File: src/rtl/icb_splitter.sv
// 1-master / 2-slave ICB address splitter with in-order responses and a local
// error responder for unmapped addresses.
module icb_splitter #(
  parameter int          OT_DEPTH = 2,
  parameter logic [31:0] S0_BASE  = 32'h2000_0000,
  parameter logic [31:0] S0_MASK  = 32'hFFFF_0000,
  parameter logic [31:0] S1_BASE  = 32'h1000_0000,
  parameter logic [31:0] S1_MASK  = 32'hF000_0000
) (
  input  logic        clk,
  input  logic        rst,
  input  logic        m_icb_cmd_valid,
  output logic        m_icb_cmd_ready,
  input  logic [31:0] m_icb_cmd_addr,
  input  logic        m_icb_cmd_read,
  input  logic [31:0] m_icb_cmd_wdata,
  input  logic [3:0]  m_icb_cmd_wmask,
  output logic        m_icb_rsp_valid,
  input  logic        m_icb_rsp_ready,
  output logic        m_icb_rsp_err,
  output logic [31:0] m_icb_rsp_rdata,
  output logic        s0_icb_cmd_valid,
  input  logic        s0_icb_cmd_ready,
  output logic [31:0] s0_icb_cmd_addr,
  output logic        s0_icb_cmd_read,
  output logic [31:0] s0_icb_cmd_wdata,
  output logic [3:0]  s0_icb_cmd_wmask,
  input  logic        s0_icb_rsp_valid,
  output logic        s0_icb_rsp_ready,
  input  logic        s0_icb_rsp_err,
  input  logic [31:0] s0_icb_rsp_rdata,
  output logic        s1_icb_cmd_valid,
  input  logic        s1_icb_cmd_ready,
  output logic [31:0] s1_icb_cmd_addr,
  output logic        s1_icb_cmd_read,
  output logic [31:0] s1_icb_cmd_wdata,
  output logic [3:0]  s1_icb_cmd_wmask,
  input  logic        s1_icb_rsp_valid,
  output logic        s1_icb_rsp_ready,
  input  logic        s1_icb_rsp_err,
  input  logic [31:0] s1_icb_rsp_rdata
);

  localparam int CW = $clog2(OT_DEPTH + 1);
  localparam logic [CW-1:0] OT_MAX = CW'(OT_DEPTH);

  typedef enum logic [1:0] {
    TGT_S0  = 2'd0,
    TGT_S1  = 2'd1,
    TGT_ERR = 2'd2
  } tgt_e;

  logic [CW-1:0] cnt;
  tgt_e          cur_tgt;
  tgt_e          tgt;
  logic          err_pend;
  logic          ok;
  logic          cmd_hs;
  logic          rsp_hs;

  always_comb begin
    tgt = TGT_ERR;
    if ((m_icb_cmd_addr & S0_MASK) == S0_BASE) tgt = TGT_S0;
    else if ((m_icb_cmd_addr & S1_MASK) == S1_BASE) tgt = TGT_S1;
  end

  // A target switch waits for a full drain, so response order needs no FIFO.
  assign ok = (cnt < OT_MAX) && ((cnt == '0) || (tgt == cur_tgt));

  always_comb begin
    s0_icb_cmd_valid = 1'b0;
    s1_icb_cmd_valid = 1'b0;
    m_icb_cmd_ready  = 1'b0;
    case (tgt)
      TGT_S0: begin
        s0_icb_cmd_valid = m_icb_cmd_valid && ok;
        m_icb_cmd_ready  = ok && s0_icb_cmd_ready;
      end
      TGT_S1: begin
        s1_icb_cmd_valid = m_icb_cmd_valid && ok;
        m_icb_cmd_ready  = ok && s1_icb_cmd_ready;
      end
      default: m_icb_cmd_ready = ok && !err_pend;
    endcase
  end

  assign s0_icb_cmd_addr  = m_icb_cmd_addr;
  assign s0_icb_cmd_read  = m_icb_cmd_read;
  assign s0_icb_cmd_wdata = m_icb_cmd_wdata;
  assign s0_icb_cmd_wmask = m_icb_cmd_wmask;
  assign s1_icb_cmd_addr  = m_icb_cmd_addr;
  assign s1_icb_cmd_read  = m_icb_cmd_read;
  assign s1_icb_cmd_wdata = m_icb_cmd_wdata;
  assign s1_icb_cmd_wmask = m_icb_cmd_wmask;

  always_comb begin
    m_icb_rsp_valid  = 1'b0;
    m_icb_rsp_err    = 1'b0;
    m_icb_rsp_rdata  = '0;
    s0_icb_rsp_ready = 1'b0;
    s1_icb_rsp_ready = 1'b0;
    if (cnt != '0) begin
      case (cur_tgt)
        TGT_S0: begin
          m_icb_rsp_valid  = s0_icb_rsp_valid;
          m_icb_rsp_err    = s0_icb_rsp_err;
          m_icb_rsp_rdata  = s0_icb_rsp_rdata;
          s0_icb_rsp_ready = m_icb_rsp_ready;
        end
        TGT_S1: begin
          m_icb_rsp_valid  = s1_icb_rsp_valid;
          m_icb_rsp_err    = s1_icb_rsp_err;
          m_icb_rsp_rdata  = s1_icb_rsp_rdata;
          s1_icb_rsp_ready = m_icb_rsp_ready;
        end
        default: begin
          m_icb_rsp_valid = err_pend;
          m_icb_rsp_err   = 1'b1;
        end
      endcase
    end
  end

  assign cmd_hs = m_icb_cmd_valid && m_icb_cmd_ready;
  assign rsp_hs = m_icb_rsp_valid && m_icb_rsp_ready;

  always_ff @(posedge clk or posedge rst) begin
    if (rst) begin
      cnt      <= '0;
      cur_tgt  <= TGT_S0;
      err_pend <= 1'b0;
    end else begin
      if (cmd_hs) cur_tgt <= tgt;
      if (cmd_hs && (tgt == TGT_ERR)) err_pend <= 1'b1;
      else if (rsp_hs && (cur_tgt == TGT_ERR)) err_pend <= 1'b0;
      if (cmd_hs && !rsp_hs) cnt <= cnt + 1'b1;
      else if (!cmd_hs && rsp_hs) cnt <= cnt - 1'b1;
    end
  end

endmodule

File: config.mk
export PLATFORM = sky130hd
export DESIGN_NAME = icb_splitter
export DESIGN_NICKNAME = d
export VERILOG_FILES = /design/src/rtl/icb_splitter.sv
export SDC_FILE = /design/constraint.sdc
export NUM_CORES = 1
export LEC_CHECK = 0
export ABC_AREA = 1
export BUFFER_PORTS_ARGS = -buffer_cell sky130_fd_sc_hd__clkbuf_2
export CAP_MARGIN = 20
export CORE_AREA = 2 2 125 127
export DETAILED_ROUTE_END_ITERATION = 7
export DIE_AREA = 0 0 127 129
export GPL_TIMING_DRIVEN = 1
export PLACE_DENSITY_LB_ADDON = 0.1
export SETUP_SLACK_MARGIN = 0.4
export SYNTH_ARGS = -nofsm -noshare
export SYNTH_HDL_FRONTEND = slang
export SYNTH_SLANG_ARGS = --single-unit
File: constraint.sdc
create_clock -name clk -period 1.8 [get_ports clk]
set_input_delay 0.18 -clock clk [delete_from_list [all_inputs] [get_ports clk]]
set_output_delay 0.18 -clock clk [all_outputs]
set_load 0.01 [all_outputs]
==> results by group, run 1 <==
GRT
  • Antenna violations before repair: 0
  • Largest net degree at the start of global routing: 30
  • Vias in the first global route: 1901
  • Tot GR Track Use: between 7 and 8%
  • First-pass GRT wire length: 10200 microns
  • Congestion Overflow GR: 0

Worst setup path
  • Critical Path, Cell by Cell: inv_4 > buf_6 > o21ai_2 > inv_1 > nand3_2 > nand2_2 > buf_6 > nand2_4 > nor2_2 > buf_2
  • Setup crit end kind: output pin
  • WP buf/inv: 5
  • Worst Path Arrival: 1.52 ns
  • Crit Path Max Fanout: 3
  • Reg-to-Reg Start: cur_tgt[1]$_DFFE_PP0P_
  • Largest delay contributor family on the critical path: buffers and inverters
  • Worst setup path start: cur_tgt[1]$_DFFE_PP0P_
  • Largest stage delay, worst path: 0.44 ns
  • Worst Path Required: 1.62 ns
  • CP most frequent cell: buf_6
  • Crit path kind: reg -> out
  • CP max-delay cell: dfrtp_2
  • CP Launch Type: flop

Clocking
  • Clk root buf: clkbuf_16
  • Reg clk slew, reported paths: ~0.030 ns
  • H-tree depth: 1
  • CTS tree: yes
  • Num CTS Buffers: 3
  • Clock Sink Count: 5
  • Clk buf depth: 2
  • Clock Latency Late Sink: 0.23 ns

Flow run
  • Max Cap Violations: 0

STA
  • Period utilization: 94.52%
  • Worst slew pin tran: 0.3517 ns
  • Worst Hold Slack: 0.3264 ns
  • Max-slew violations: 0
  • Worst setup margin: 0.09859 ns
  • Final clock skew: 0.001150 ns
  • Final Hold Viols: 0
  • Minimum clock period: 1.701 ns
  • Relative slew margins: 76.55%
  • Max Fclk: 587.7 MHz
  • Setup-failing EPs final: 0
  • RSZ-0062 raised after global routing: true

Power
  • Pint: between 1.5 and 2 mW
  • Switching share of power: a little under half
  • Register share of total power: 7.2%
  • Psw: 1.582 mW
  • Leak: approximately 1.4 nW
  • Comb pwr share: 81.7%
  • Max VDD drop: 473.7 uV
  • Pwr per Cell Area: around 1300 nW/um^2
  • Clock share of power: 11.0%

Synthesis
  • Mapped Nets: around 470
  • Seq/Total Area, Yosys: 6.274%
  • Synth Instances: 325
  • Cells taking the most area after synthesis: buf_4, nand2_1, a21oi_1
  • Top cell type's share of synthesized area: 51.94%
  • Syn_area_per_cell: 6.137 sq um
  • Synth Warn #: 0
  • Netlist cell types: 26
  • Post-synth top area cell: buf_4
  • Synthesized area: 1994 sq um
  • Synth Register Bits: 5

Layout
  • Area Overhead vs Synth: 27.92%
  • FF/Latch Area: 127.6 sq um
  • Area taken by multi-input logic gates: 844.6 sq um
  • Filler cells: 1776
  • Layout Cells excl Fill: 561
  • Share of layout cells above drive strength 1: around three fifths
  • Final #Nets: 518
  • Diodes inserted: 0

Run status
  • Outcome: completed

Hold path
  • HP Class: in -> reg
  • Hold path start: m_icb_cmd_valid

Die
  • Width of the die: 127 microns
  • FP Rows: 45
  • CORE AREA: 14980 sq um
  • Initial core utilization: 13.32%
  • Die ar.: 16380 sq um
  • I/O pin total: 320
  • Die height: 129 microns

Detailed routing
  • DRT Wirelength: 7620 microns
  • DRC viols: 0
  • Total number of vias: about 2000
  • Antenna viol nets, final: 0
  • Drt wl/cell: roughly 14 microns
  • Drt via density: roughly 3.5
  • DRT iter0 DRCs: 42
  • DR pass1 iterations: 4

Placed design
  • Number of port buffers: between 150 and 200
  • Final Wtd Congestion: 0.7196
  • Placed insts: approximately 540
  • Pre-CTS setup slack: -0.09842 ns
  • Post-DP HPWL: roughly 5800 microns
-- cells by family after synthesis --
logic type,count (synthesis),share of synthesized area [%]
AOI/OAI and AO/OA,38,10.35
xor gates and xnor gates,2,0.8785
adders and majority gates,1,0.6273
buffers and inverters,164,57.21
DFF,5,6.274
and+or+nand+nor,115,24.66
-- what timing repair did --
action,CTS,global route
resized for setup,12,65
hold endpoints to repair,5,0
cloned,1,3
buffers inserted,5,8
hold buffers,1,0
endpoints found under the setup margin,41,44
pin swaps,5,11
-- power groups by stage --
| stage | logic, mW | clock network (mW) | registers (mW) |
|---|---|---|---|
| global route | 3.09 | 0.391 | 0.256 |
| global placement | 2.12 | 0 | 0.244 |
| detailed placement | 2.09 | 0 | 0.239 |
| finish | 2.77 | 0.374 | 0.246 |
| CTS | 2.32 | 0.381 | 0.234 |
| floorplan | 1.48 | 0 | 0.221 |
-- path summary, 6_finish.rpt --
kind	to	slack, ns	cells after the start
max in group asynchronous	cur_tgt[1]$_DFFE_PP0P_	1.19	3
worst min-delay path	cur_tgt[0]$_DFFE_PP0P_	0.33	3
worst min register to register	err_pend$_DFFE_PP0P_	0.50	2
worst max-delay path	s0_icb_cmd_valid	0.1	10
worst max register to register	cnt[1]$_DFFE_PP0P_	0.11	9
min in group asynchronous	err_pend$_DFFE_PP0P_	0.39	3
-- worst reg2reg max path, stage by stage, from the launching register on --
cell and delay [ns]:
dfrtp_2 0.41, inv_4 0.06, buf_4 0.13, buf_6 0.11, o211ai_4 0.17, nand2_2 0.12, ha_4 0.26, a21oi_2 0.09
o21ai_1 0.08, xor2_1 0.14
-- flip-flops by register name (all words and copies together) (netlist names) --
name,count
cnt,2
cur_tgt,2
err_pend,1
-- placed cells by master (no fill, tap or decap), types with 2 or more instances in the layout --
master     Yosys  routed
clkbuf_2       0     129
nand2_1       83      77
a21oi_1       33      28
buf_2          6      28
buf_4        138      16
inv_1         14      13
nor2_1        14      10
buf_6          0      10
nand2_2        5       8
clkbuf_16      0       6
a21oi_2        0       5
nor2_4         3       5
nor2_2         1       3
nand2_4        0       3
dfrtp_1        5       3
buf_12         0       3
inv_2          3       2
nand3_2        1       2
nand4_1        2       2
nor3_1         2       2
dfrtp_2        0       2
-- per-layer routing --
metal	GRT usage (%)	wire length, microns	vias to the layer above
li1	-	-	964
met1	8.752	2700	881
met2	14.36	4034	81
met3	1.705	633	31
met4	4.266	250	0
met5	0	0	-
-- through the flow --
| step | TNS, ns | total power [mW] | instance area [sq um] | util [%] |
|---|---|---|---|---|
| 6_report | 0 | 3.388 | 2551 | 17.03 |
| 5_1_grt | 0 | 3.733 | 2551 | 17.03 |
| 4_1_cts | 0 | 2.930 | 2281 | 15.23 |
| 3_5_place_dp | -0.1196 | 2.329 | 2087 | 13.93 |
| 3_3_place_gp | -0.1315 | 2.363 | 2087 | 13.93 |
| 2_1_floorplan | 0 | 1.697 | 2013 | - |
-- synthesized netlist by cell type --
library cell    n
nand3_1         2
nand2_2         5
xor2_1          1
nor2_1         14
a21oi_1        33
o21ai_0         1
dfrtp_1         5
o21ai_1         1
xnor2_1         1
nor2_2          1
ha_1            1
o221a_2         1
inv_1          14
buf_2           6
inv_2           3
buf_4         138
nand4_1         2
or2_0           1
o211ai_2        1
nor3_1          2
o31ai_1         1
clkbuf_1        3
nor2_4          3
nand3_2         1
nand2_1        83
nand3b_1        1
-- layout make-up --
cell class              instances  area share (%)
repair buffers                191           46.69
clock buffers                   4           3.090
inverters                      17           2.894
well taps                     188           9.220
multi-input cells             156           33.10
flip-flops and latches          5           5.002
Note: power is estimated with default switching activity, not from simulation.
==> run 2: changes to the inputs <==
CORE_AREA = 2 2 123 125   (was 2 2 125 127)
DIE_AREA = 0 0 125 127   (was 0 0 127 129)
GPL_TIMING_DRIVEN = 0   (was 1)
REMOVE_ABC_BUFFERS = 1   (was not set)
clock period = 2.14 ns   (was 1.8 ns; I/O delays follow)
==> results by group, run 2 (same netlist as run 1, synthesis figures left out) <==
GRT
  • Tot GR Track Use: 15.77%
  • First-pass GRT wire length: 17820 microns
  • Congestion Overflow GR: 0
  • Antenna violations before repair: 0
  • Largest net degree at the start of global routing: 30
  • Vias in the first global route: 2116

Detailed routing
  • DRT Wirelength: 13360 microns
  • DRT iter0 DRCs: 75
  • Total number of vias: 2185
  • Drt via density: 4.031
  • DRC viols: 0
  • Antenna viol nets, final: 0
  • DR pass1 iterations: 4
  • Drt wl/cell: between 20 and 25 microns

Layout
  • Layout Cells excl Fill: 542
  • Area Overhead vs Synth: 17.00%
  • Final #Nets: 503
  • FF/Latch Area: 127.6 sq um
  • Largest regs: cnt (2), cur_tgt (2), err_pend (1)
  • Commonest cells after routing, fill and taps aside: clkbuf_2, nand2_1, buf_2
  • Diodes inserted: 0
  • Commonest non-fill, non-tap cell in the layout: clkbuf_2
  • Filler cells: approximately 1700
  • Share of layout cells above drive strength 1: 58.94%
  • Area taken by multi-input logic gates: 837.1 sq um
  • Final core occ: 16.18%

Worst setup path
  • Reg2reg path depth: 12
  • Crit Path Max Fanout: 5
  • Crit path kind: reg -> out
  • Worst setup path start: cur_tgt[0]$_DFFE_PP0P_
  • Setup crit end kind: output pin
  • Reg-to-Reg Start: cur_tgt[0]$_DFFE_PP0P_
  • Worst Path Required: 1.93 ns
  • Worst Path Arrival: 1.49 ns
  • WP buf/inv: 4
  • CP Launch Type: flop
  • Crit. path cell count: 10
  • CP most frequent cell: nand2_2
  • Largest delay contributor family on the critical path: flip-flops
  • Critical Path, Cell by Cell: nor2_4 > inv_2 > nand2_2 > nand2_2 > nand3_2 > nand2_4 > buf_6 > nand2_2 > inv_1 > buf_2
  • CP max-delay cell: dfrtp_2
  • Largest stage delay, worst path: 0.45 ns

Die
  • Die height: 127 microns
  • FP Rows: between 40 and 50
  • Die ar.: 15880 sq um
  • I/O pin total: 320
  • Initial core utilization: 13.83%
  • CORE AREA: 14420 sq um
  • Width of the die: 125 microns

Placed design
  • Final Wtd Congestion: ~0.76
  • Number of port buffers: 160
  • Placed insts: 523
  • Pre-CTS setup slack: -0.5426 ns
  • Post-DP HPWL: ~11000 microns

STA
  • Final clock skew: ~0.0016 ns
  • Relative slew margins: between 80% and 90%
  • Minimum clock period: 1.707 ns
  • Setup-failing EPs final: 0
  • Period utilization: about four fifths
  • Max Fclk: between 500 and 600 MHz
  • Setup_tns: 0 ns
  • Worst setup margin: 0.4327 ns
  • RSZ-0062 raised after global routing: true
  • Max-slew violations: 0
  • Final Hold Viols: 0
  • Worst slew pin tran: 0.2460 ns

Clocking
  • Num CTS Buffers: 3
  • Reg clk slew, reported paths: ~0.03 ns
  • Clk buf depth: 2
  • H-tree depth: 1
  • Clk root buf: clkbuf_16
  • Clock Latency Late Sink: ~0.23 ns
  • Clock Sink Count: 5
  • CTS tree: yes

Flow run
  • Max Cap Violations: 0

Power
  • Leak: between 1 and 1.5 nW
  • Max VDD drop: 351.8 uV
  • Pwr per Cell Area: ~1100 nW/um^2
  • Design Power: 2.607 mW

Run status
  • Outcome: completed

Hold path
  • HP Class: in -> reg
  • Hold Path Depth: 3
  • Hold path start: m_icb_cmd_valid
## run 2: cell count changes in the layout (fill, tap and decap cells not counted), moves of 3 or more
cell / previous run / this run
buf_4: 16 / 7
buf_6: 10 / 1
clkbuf_16: 6 / 3
nand2_1: 77 / 80
## run 2: worst paths after layout
kind	to	slack, ns
min in group asynchronous	cnt[0]$_DFFE_PP0P_	0.46
hold / removal	cur_tgt[0]$_DFFE_PP0P_	0.31
setup reg to reg	cnt[1]$_DFFE_PP0P_	0.43
max in group asynchronous	cur_tgt[0]$_DFFE_PP0P_	1.47
hold reg to reg	err_pend$_DFFE_PP0P_	0.50
setup / recovery	m_icb_cmd_ready	0.43
## run 2: repair_timing
action / in CTS / in global routing
gates resized for setup: 11 / 52
gates cloned: 2 / 0
endpoints found under the hold margin: 5 / 0
pin swaps: 3 / 6
hold buffers: 1 / 0
setup endpoints to repair: 43 / 36
buffers inserted: 11 / 1
## run 2: per-layer routing
metal	global-route usage (%)	vias to the layer above	routed length, microns
met5	6.811	-	133
met2	21.61	269	5415
met4	2.941	6	148
li1	-	936	-
met3	16.54	22	3086
met1	16.39	952	4581
## run 2: metrics by stage
step / hold WS [ns] / instance area, sq um
6_report: 0.3126 / 2333
5_1_grt: 0.3409 / 2333
4_1_cts: 0.2898 / 2233
3_5_place_dp: 0.1271 / 1976
3_3_place_gp: 0.1225 / 1948
2_1_floorplan: -0.007479 / 917.1
## run 2: tightest hold or removal path: stages
cell,delay (ns)
clkbuf_2,0.13
nand4_1,0.11
nand2_1,0.05
## run 2: layout make-up
type,instances,share of cell area (%)
repair inverters,1,0.3753
repair buffers,174,41.77
multi-input cells,157,35.87
flip-flops and latches,5,5.469
well taps,184,9.866
inverters,17,3.271
clock buffers,4,3.378
## run 2: power breakdown
part | switching, mW | internal, mW
clock | 0.0605 | 0.247
combinational | 1.18 | 0.908
sequential | 0.0649 | 0.147
total | 1.31 | 1.30
==> run 3: changes to the inputs <==
CORE_AREA = 2 2 125 127   (was 2 2 123 125)
DIE_AREA = 0 0 127 129   (was 0 0 125 127)
clock period = 1.7 ns   (was 2.14 ns; I/O delays follow)
==> results by group, run 3 (same netlist as run 1, synthesis figures left out) <==
Run status
  • Outcome: complete, but fails checks
  • Failing checks: negative setup slack

Layout
  • Filler cells: around 1800
  • Final #Nets: 515
  • Area Overhead vs Synth: 35.63%
  • Share of layout cells above drive strength 1: 71.62%
  • FF/Latch Area: around 130 sq um
  • Layout Cells excl Fill: 562
  • Commonest cells after routing, fill and taps aside: clkbuf_2, nand2_1, buf_2
  • Commonest non-fill, non-tap cell in the layout: clkbuf_2
  • Area taken by multi-input logic gates: roughly 1000 sq um
  • Largest regs: cnt (2), cur_tgt (2), err_pend (1)

Worst setup path
  • CP Launch Type: flop
  • Crit path kind: reg -> out
  • Largest delay contributor family on the critical path: buffers and inverters
  • Critical Path, Cell by Cell: buf_6 > buf_6 > nor2_4 > buf_6 > nand2_2 > a21oi_2 > buf_2
  • CP most frequent cell: buf_6
  • Largest stage delay, worst path: around 0.45 ns
  • Worst setup path start: cur_tgt[0]$_DFFE_PP0P_
  • Worst Path Arrival: 1.57 ns
  • Crit Path Max Fanout: 5
  • CP max-delay cell: dfrtp_2
  • Reg-to-Reg Start: cur_tgt[0]$_DFFE_PP0P_
  • Setup crit end kind: output pin
  • Worst Path Required: 1.53 ns
  • WP buf/inv: 4

STA
  • Worst slew pin tran: 0.2597 ns
  • Max Fclk: 574.1 MHz
  • RSZ-0062 raised after global routing: true
  • Worst setup margin: -0.04194 ns
  • Final Hold Viols: 0
  • Final clock skew: 0.0009443 ns
  • Relative slew margins: between 80% and 90%
  • Period utilization: 102.5%
  • Setup-failing EPs final: 15
  • Minimum clock period: ~1.7 ns
  • Max-slew violations: 0

Detailed routing
  • Antenna viol nets, final: 0
  • Total number of vias: 2244
  • DRT Wirelength: 17420 microns
  • DR pass1 iterations: 4
  • Drt wl/cell: between 30 and 40 microns
  • DRC viols: 0
  • DRT iter0 DRCs: between 80 and 90
  • Drt via density: around 4.0

Placed design
  • Pre-CTS setup slack: -0.9297 ns
  • Final Wtd Congestion: 0.8294
  • Post-DP HPWL: 15010 microns
  • Number of port buffers: 160
  • Placed insts: 526

Flow run
  • Max Cap Violations: 0

GRT
  • Tot GR Track Use: 20.30%
  • Antenna violations before repair: 5
  • First-pass GRT wire length: approximately 22000 microns
  • Largest net degree at the start of global routing: 18
  • Congestion Overflow GR: 0
  • Vias in the first global route: between 2000 and 2500

Clocking
  • Clock Sink Count: 5
  • Clock Latency Late Sink: 0.23 ns
  • CTS tree: yes
  • Clk buf depth: 2
  • Reg clk slew, reported paths: around 0.030 ns
  • Clk root buf: clkbuf_16
  • H-tree depth: 1
  • Num CTS Buffers: 3

Power
  • Pwr per Cell Area: 1531 nW/um^2
  • Leak: approximately 1.4 nW
  • Max VDD drop: around 630 uV

Hold path
  • Hold path start: m_icb_cmd_valid
  • HP Class: in -> reg

Die
  • FP Rows: between 40 and 50
  • Die ar.: ~16000 sq um
  • Die height: roughly 130 microns
  • I/O pin total: 320
  • Width of the die: 127 microns
  • CORE AREA: between 10000 and 15000 sq um
  • Initial core utilization: 13.32%
-- run 3: changes by cell type in the layout (fill, tap and decap cells not counted), sizes merged --
cell / previous run / this run
clkbuf: 135 / 129
nor2: 19 / 20
diode: 0 / 4
buf: 42 / 59
-- run 3: worst paths after layout --
kind / end / slack (ns) / cells after the start
min in group asynchronous: err_pend$_DFFE_PP0P_ / 0.37 / 3
hold / removal: cur_tgt[0]$_DFFE_PP0P_ / 0.33 / 3
hold reg to reg: err_pend$_DFFE_PP0P_ / 0.51 / 2
setup / recovery: m_icb_rsp_rdata[9] / -0.04 / 7
setup reg to reg: cnt[1]$_DFFE_PP0P_ / -0.01 / 10
max in group asynchronous: cnt[0]$_DFFE_PP0P_ / 1.13 / 3
-- run 3: layout make-up --
cell class,count,share of cell area [%]
tap,188,8.696
clock buffer,4,2.914
timing repair inverter,1,0.3238
multi-input combinational,158,38.67
sequential,5,4.810
antenna,4,0.3700
timing repair buffer,185,41.49
inverter,17,2.729
-- run 3: worst min-delay path, delay by kind of cell --
kind,cells,cell delay [ns]
and+or+nand+nor,2,0.18
buffers and inverters,1,0.16
-- run 3: repair_timing --
item,in CTS,in global routing
pin swaps,33,10
gates resized for setup,76,66
buffers inserted,19,4
setup endpoints to repair,44,44
cloned,4,0
hold buffers,1,0
hold endpoints to repair,5,0
-- run 3: through the flow --
step / TNS [ns] / util, % / hold slack [ns] / cell area (sq um) / power, mW
final: -0.2473 / 18.06 / 0.3287 / 2705 / 4.142
after global routing: -1.868 / 18.01 / 0.3402 / 2698 / 4.480
after CTS: -0.7673 / 16.92 / 0.3245 / 2534 / 3.909
after detailed placement: -7.166 / 13.09 / 0.06354 / 1961 / 2.266
after global placement: -55.07 / 13.04 / 0.06131 / 1953 / 2.260
after floorplan: -12.26 / - / -0.05148 / 917.1 / 1.361
-- run 3: layer usage --
layer	wire, microns	vias up	track usage (%)
met5	76	-	6.765
met4	380	4	4.654
met3	4231	19	22.74
met2	8082	274	32.67
met1	4652	975	16.25
li1	-	972	-
-- run 3: power breakdown --
group / leakage [nW] / switching [mW] / internal [mW]
Sequential: 0.0556 / 0.0830 / 0.190
Clock: 0.0382 / 0.0778 / 0.311
Combinational: 1.29 / 1.88 / 1.60
Total: 1.38 / 2.04 / 2.11
